**config.mk**
```make
export PLATFORM = sky130hd
export DESIGN_NAME = muldiv_unit
export DESIGN_NICKNAME = d
export VERILOG_FILES = /design/src/rtl/muldiv_unit.sv
export SDC_FILE = /design/constraint.sdc
export NUM_CORES = 2
export LEC_CHECK = 0
export CORE_ASPECT_RATIO = 0.9
export CORE_MARGIN = 2
export CORE_UTILIZATION = 65
export DETAILED_ROUTE_END_ITERATION = 16
export GPL_TIMING_DRIVEN = 0
export MAX_ROUTING_LAYER = met4
export PLACE_DENSITY = 0.88
export SLEW_MARGIN = 20
export SYNTH_ARGS = -nofsm -noshare
export SYNTH_HDL_FRONTEND = slang
export SYNTH_SLANG_ARGS = --single-unit
export TNS_END_PERCENT = 30
```
**constraint.sdc**
```tcl
create_clock -name clk -period 17.9 [get_ports clk]
set_input_delay 5.37 -clock clk [delete_from_list [all_inputs] [get_ports clk]]
set_output_delay 5.37 -clock clk [all_outputs]
set_load 0.01 [all_outputs]
```
**src/rtl/muldiv_unit.sv**
```systemverilog
// muldiv_unit: MIPS multiply/divide unit owning HI/LO; single-edge multiply, restoring divide one bit per cycle.
// Optional MULDIV_ABORT_EN adds an abort input that squashes an in-flight divide without touching HI/LO.
module muldiv_unit #(
    parameter int WIDTH = 32,
    parameter int CNT_W = $clog2(WIDTH + 1)
) (
    input  logic             clk,
    input  logic             reset,
    input  logic             op_valid,
    input  logic [2:0]       op,
    input  logic [WIDTH-1:0] SrcA,
    input  logic [WIDTH-1:0] SrcB,
    output logic             busy,
    output logic             done,
    output logic [WIDTH-1:0] hi,
    output logic [WIDTH-1:0] lo
`ifdef MULDIV_ABORT_EN
    ,
    input  logic             abort
`endif
);
    typedef enum logic [1:0] {IDLE, DIV_RUN, DIV_FIX} state_t;
    state_t state, state_n;
    logic [WIDTH-1:0] rem, quo, dvs;
    logic [CNT_W-1:0] cnt;
    logic q_neg, r_neg, kill;
    logic accept, is_mul, is_div, sgn, a_neg, b_neg;
    logic [2*WIDTH-1:0] ext_a, ext_b, prod;
    logic [WIDTH:0] rem_sh, trial;

`ifdef MULDIV_ABORT_EN
    assign kill = abort & busy;
`else
    assign kill = 1'b0;
`endif

    assign accept = op_valid && state == IDLE;
    assign is_mul = op[2:1] == 2'b00;
    assign is_div = op[2:1] == 2'b01;
    assign sgn    = ~op[0];
    assign a_neg  = sgn & SrcA[WIDTH-1];
    assign b_neg  = sgn & SrcB[WIDTH-1];
    // Sign-extending to 2*WIDTH lets one unsigned multiplier serve both MULT and MULTU.
    assign ext_a  = {{WIDTH{a_neg}}, SrcA};
    assign ext_b  = {{WIDTH{b_neg}}, SrcB};
    assign prod   = ext_a * ext_b;
    assign rem_sh = {rem, quo[WIDTH-1]};
    assign trial  = rem_sh - {1'b0, dvs};

    always_ff @(posedge clk or posedge reset)
        if (reset) state <= IDLE;
        else       state <= state_n;

    always_comb begin
        state_n = kill ? IDLE :
                  (accept && is_div && |SrcB) ? DIV_RUN :
                  (state == DIV_RUN && cnt == CNT_W'(WIDTH - 1)) ? DIV_FIX :
                  (state == DIV_FIX) ? IDLE : state;
    end

    always_comb begin
        busy = state != IDLE;
    end

    always_ff @(posedge clk or posedge reset) begin
        if (reset) begin
            hi    <= '0;
            lo    <= '0;
            done  <= 1'b0;
            cnt   <= '0;
            rem   <= '0;
            quo   <= '0;
            dvs   <= '0;
            q_neg <= 1'b0;
            r_neg <= 1'b0;
        end else begin
            done <= 1'b0;
            if (accept) begin
                if (is_mul) begin
                    {hi, lo} <= prod;
                    done     <= 1'b1;
                end else if (op == 3'b100) begin
                    hi   <= SrcA;
                    done <= 1'b1;
                end else if (op == 3'b101) begin
                    lo   <= SrcA;
                    done <= 1'b1;
                end else if (is_div && SrcB == '0) begin
                    hi   <= SrcA;
                    lo   <= '1;
                    done <= 1'b1;
                end else if (is_div) begin
                    quo   <= a_neg ? -SrcA : SrcA;
                    dvs   <= b_neg ? -SrcB : SrcB;
                    q_neg <= a_neg ^ b_neg;
                    r_neg <= a_neg;
                    rem   <= '0;
                    cnt   <= '0;
                end
            end else if (state == DIV_RUN) begin
                rem <= trial[WIDTH] ? rem_sh[WIDTH-1:0] : trial[WIDTH-1:0];
                quo <= {quo[WIDTH-2:0], ~trial[WIDTH]};
                cnt <= cnt + CNT_W'(1);
            end else if (state == DIV_FIX && !kill) begin
                lo   <= q_neg ? -quo : quo;
                hi   <= r_neg ? -rem : rem;
                done <= 1'b1;
            end
        end
    end
endmodule

```
## Yosys cells after proc, flatten, opt, wreduce, memory -nomap -nowiden

Cells that the tools add are included.

- Input bits: 70
- Memory bits (read-only): 0
- Output and inout bits: 66
- Memory bits (writable): 0
- Flip-flop bits (word level): 171
- Bits in latches: 0
- Logic and storage cells: 109
- Memories kept: 0

- Magnitude comparators: 0
- Shift operators: 0
- $mul: 1
- Add/subtract/negate cells: 6
- Reductions and logical operators: 17
- Divide/modulo/power cells: 0
- Multiplexer cells: 50
- Bitwise gates (word level): 9
- Equal/unequal tests: 16

Operators by type and width:

| operator | number |
|---|---|
| $mux W32 | 33 |
| $neg A32 Y32 | 4 |
| $mul A33 B33 Y64 | 1 |
| $mux W6 | 7 |
| $sub A33 B32 Y33 | 1 |
| $logic_not A32 Y1 | 1 |
| $reduce_or A32 Y1 | 1 |
| $reduce_and A6 Y1 | 2 |
| $ne A2 B2 Y1 const B | 5 |
| $ne A4 B1 Y1 const B | 2 |
| $reduce_and A4 Y1 | 2 |
| $mux W1 | 7 |
| $add A6 B1 Y6 const B | 1 |
| $eq A3 B3 Y1 const B | 2 |
| $eq A6 B5 Y1 const B | 1 |
| $mux W2 | 3 |
| $not A1 Y1 | 6 |
| $reduce_bool A2 Y1 | 3 |
| $logic_and A1 B1 Y1 | 5 |
| $eq A2 B1 Y1 const B | 2 |
| $logic_not A2 Y1 | 2 |
| $ne A4 B4 Y1 const B | 1 |
| $ne A3 B3 Y1 const B | 1 |
| $reduce_bool A3 Y1 | 1 |
| 4 further kinds | 5 |

## Longest topological paths before layout

- Depth in word-level cells: 9
- Depth in mapped cells: 34

## Worst setup path after synthesis

No wires, ideal clock.

- Path type: in2reg
- Start: input op[0]
- End: register hi[27]
- Setup slack: 4.043 ns
- Stages on the path: 33
- Library setup time: 0.065 ns
- Required time: 17.835 ns
- Arrival: 13.792 ns
- Cells stage by stage: clkbuf_1 > nor2b_1 > clkbuf_1 > clkbuf_1 > clkbuf_1 > nand2_1 > inv_1 > fa_1 > inv_1 > fa_1 > inv_1 > fa_1 > fa_1 > inv_1 > fa_1 > inv_1 > fa_1 > inv_1 > fa_1 > fa_1 > inv_1 > ha_1 > buf_2 > nor2b_1 > o21ai_0 > a21oi_1 > or2_1 > o21a_1 > o21a_1 > a211oi_1 > xor2_1 > a2111oi_0 > a211o_1

- Word-level cells in the longest chain between the ends: 5

Ends and longest elaborated chain:

| element | RTL line | text |
|---|---|---|
| start: declaration | 10 | `input logic [2:0] op,` |
| $not A1 Y1 | 40 | `assign sgn = ~op[0];` |
| $and A1 B1 Y1, on equally long branches | 41, 42 |  |
| $mul A33 B33 Y64 | 46 | `assign prod = ext_a * ext_b;` |
| $mux W32 | 79 | `if (is_mul) begin` |
| $mux W32 | 78 | `if (accept) begin` |
| end signal: assignment | 80 | `{hi, lo} <= prod;` |
| end signal: assignment | 83 | `hi <= SrcA;` |
| end signal: assignment | 89 | `hi <= SrcA;` |
| end: declaration | 15 | `output logic [WIDTH-1:0] hi,` |

Parallel ways exist; a longest one is shown, timed or not.
A chain may end at the register's enable or synchronous reset.

## Worst setup path in the final report

- Start: input SrcA[31]
- End: register hi[28]

- Word-level cells in the longest chain between the ends: 4

Ends and longest elaborated chain:

| element | RTL line | text |
|---|---|---|
| start: declaration | 11 | `input logic [WIDTH-1:0] SrcA,` |
| $and A1 B1 Y1 | 41 | `assign a_neg = sgn & SrcA[WIDTH-1];` |
| $mul A33 B33 Y64 * | 46 |  |
| $mux W32 * | 79 |  |
| $mux W32 * | 78 |  |

Mark *: on every way between the ends. The rest lies on a longest branch, timed or not.

==> flow_metrics.tcl <==
set metrics [dict create \
    num-fill-cells 6177 \
    placedCellCount 6891 \
    cts_tree "yes" \
    start_util_pct 65.8 \
    finalNetCount 7326 \
    drv_slew 0 \
    criticalPathCategory "in -> reg" \
    async_flop_share_pct 100 \
    tightest_slew_ps 1350 \
    synth_area_leaders "fa_1 (45%), inv_1 (8.8%), dfrtp_1 (8.5%), nand2_1 (7.0%), ha_1 (6.2%)" \
    antenna_found_initial 34 \
    end_kind "flip-flop" \
    drive_gt1_share_pct 2.17 \
    cts_made_buffers 17 \
    synth_top_area_share_pct 44.9 \
    grt_pass1_wl_um 297000 \
    yosysSeqAreaShare_pct 8.52 \
    cap_viol_max_count 0 \
    worstSkewPairLatency_ps 480 \
    route.detailed.drc 0 \
    cp_slowest_stage_delay_ps 830 \
    ios 136 \
    row_count 96 \
    synth.largest_area_cell "fa_1" \
    synth.distinct_cells 83 \
    grt_max_degree 104 \
    fmax_ghz 0.0563 \
    die_h_um 268 \
    dp_hpwl_um 164000 \
    maxSlewHeadroom_pct 10.0 \
    grt_overflow 0 \
    fin_crit_ps 17750 \
    final-hold-violation-count 0 \
    start_kind "input port" \
    synth_flop_cell "dfrtp_1" \
    path_max_fanout 10 \
    cts_sinks 171 \
    drtAntennaViolNets 0 \
    synth_area_per_cell_um2 8.72 \
    grt_use_total_pct 54.1 \
    fin_cells 6963 \
    finalSetupViolCount 0 \
    placed_cell_area_mm2 0.0526 \
    final_common_cell "inv_1" \
    grt_pass1_vias 45800 \
    crit_top_cell "fa_1" \
    synth-seq-cells 171 \
    place_congestion 1.11 \
    crit_slowest_cell "clkbuf_1" \
    drt_iter0_drc 6478 \
    drt-pass1-iter-count 9 \
    setup_tns_ps 0 \
    vias_per_cell 6.39 \
    port_buffers 95 \
    status "complete, no violations" \
    vias 44500 \
    core_mm2 0.0764 \
    critPathRequiredTime_ps 18220 \
    syn_inst 5765 \
    final_cell_mix "inv_1 (1173), fa_1 (1125), nand2_1 (939), and2_1 (358), clkbuf_1 (264)" \
    die_w_um 297 \
    totalWireLength_um 204000 \
    synth-edff-count 0 \
    clock_skew_ps 12.6 \
    syn_nets 7210 \
    post-route-period-util_pct 99.2 \
    synth_area_mm2 0.0503 \
    syn2layout_area_growth_pct 6.05 \
    critical_path_arrival_ps 18070 \
    cts.clk_slew.worst_paths_ps 80 \
    dieArea_mm2 0.0796 \
    cts-htree-levels 4 \
    clock_path_buffers 2 \
    yosysWarnings 0 \
    wl_per_cell_um 29.3 \
    rsz0062_at_grt "false" \
    hold_class "reg -> reg" \
    final_cell_area_mm2 0.0533 \
    cts_root_buf "clkbuf_16" \
    post_cts_buffers 0 \
]
## routing by layer
layer	global-route usage [%]	part of all wire [%]	vias to the layer above	wire, um
li1	-	-	17600	-
met4	39.5	9.6	0	19500
met5	-	0	-	0
met2	74.4	41	3866	82700
met3	22.4	16	1171	33400
met1	63.9	33	21800	68200
## path summary, 6_finish.rpt
check / cells past startpoint / slack, ps / endpoint / from
max: 30 / 150 / hi[28] / SrcA[31]
max in group asynchronous: 3 / 11590 / rem[30] / reset
min in group asynchronous: 2 / 5350 / dvs[3] / reset
max reg2reg: 16 / 13050 / rem[2] / quo[31]
min reg2reg: 2 / 480 / lo[9] / lo[9]
min: 2 / 480 / lo[9] / lo[9]
## worst max-delay path: cells and delay by family
| family | cells | cell delay, ps |
|---|---|---|
| mux | 1 | 180 |
| buf+inv | 8 | 3300 |
| simple gates | 4 | 1220 |
| compound gates | 8 | 3490 |
| fa+ha+maj | 9 | 4460 |
## flip-flops by register name, indices dropped and copies added, names as in the netlist
signal,count
r_neg,1
q_neg,1
cnt,6
dvs,32
state,2
rem,32
lo,32
hi,32
quo,32
done,1
## cells in the mapped netlist (all sizes together) (16+ instances only)
cell type / count
or3: 21
and2: 358
a211oi: 21
o22ai: 29
ha: 249
xor2: 90
o41ai: 16
a31oi: 26
a221o: 19
buf: 93
nand3: 44
nor2b: 16
nor2: 187
nand2: 940
clkbuf: 284
nand2b: 25
dfrtp: 171
xnor2: 129
a21o: 38
o21ai: 246
a21oi: 193
inv: 1174
nand4: 18
fa: 1126
nor3: 37
o31ai: 31
## stage by stage
step	hold slack (ps)	setup slack (ps)	util (%)
floorplan	454	4040	-
global placement	463	171	68.7
detailed placement	471	73.5	68.8
CTS	488	522	69.6
global route	505	234	69.7
finish	483	151	69.8
## repair_timing
| action | CTS | global route |
|---|---|---|
| hold buffers | 0 | 0 |
| resized for setup | 0 | 2 |
| setup endpoints to repair | 0 | 1 |
| endpoints found under the hold margin | 0 | 0 |
## final cells by class
cell class / instances / area [um2] / area share, %
plain buffers: 377 / 1510 / 2.82
clock inverters: 14 / 165 / 0.310
multi-input cells: 4043 / 40100 / 75.2
well taps: 1029 / 1290 / 2.42
diodes: 40 / 100 / 0.188
inverters: 1174 / 4410 / 8.28
repair buffers: 97 / 1010 / 1.89
flip-flops and latches: 171 / 4280 / 8.03
clock buffers: 18 / 439 / 0.824
## cell families after synthesis
group,after synthesis,share of synthesized area (%)
AND/OR/NAND/NOR,1716,15.8
buffers and inverters,1551,11.7
adder cells (fa/ha/maj),1375,51.1
flip-flops,171,8.52
AO/OA/AOI/OAI,720,8.82
XOR/XNOR,219,3.82
multiplexers,13,0.261
Power is left out: the tool's default activity adds up to more than one toggle a clock period on the data nets, which glitch-free logic cannot reach.
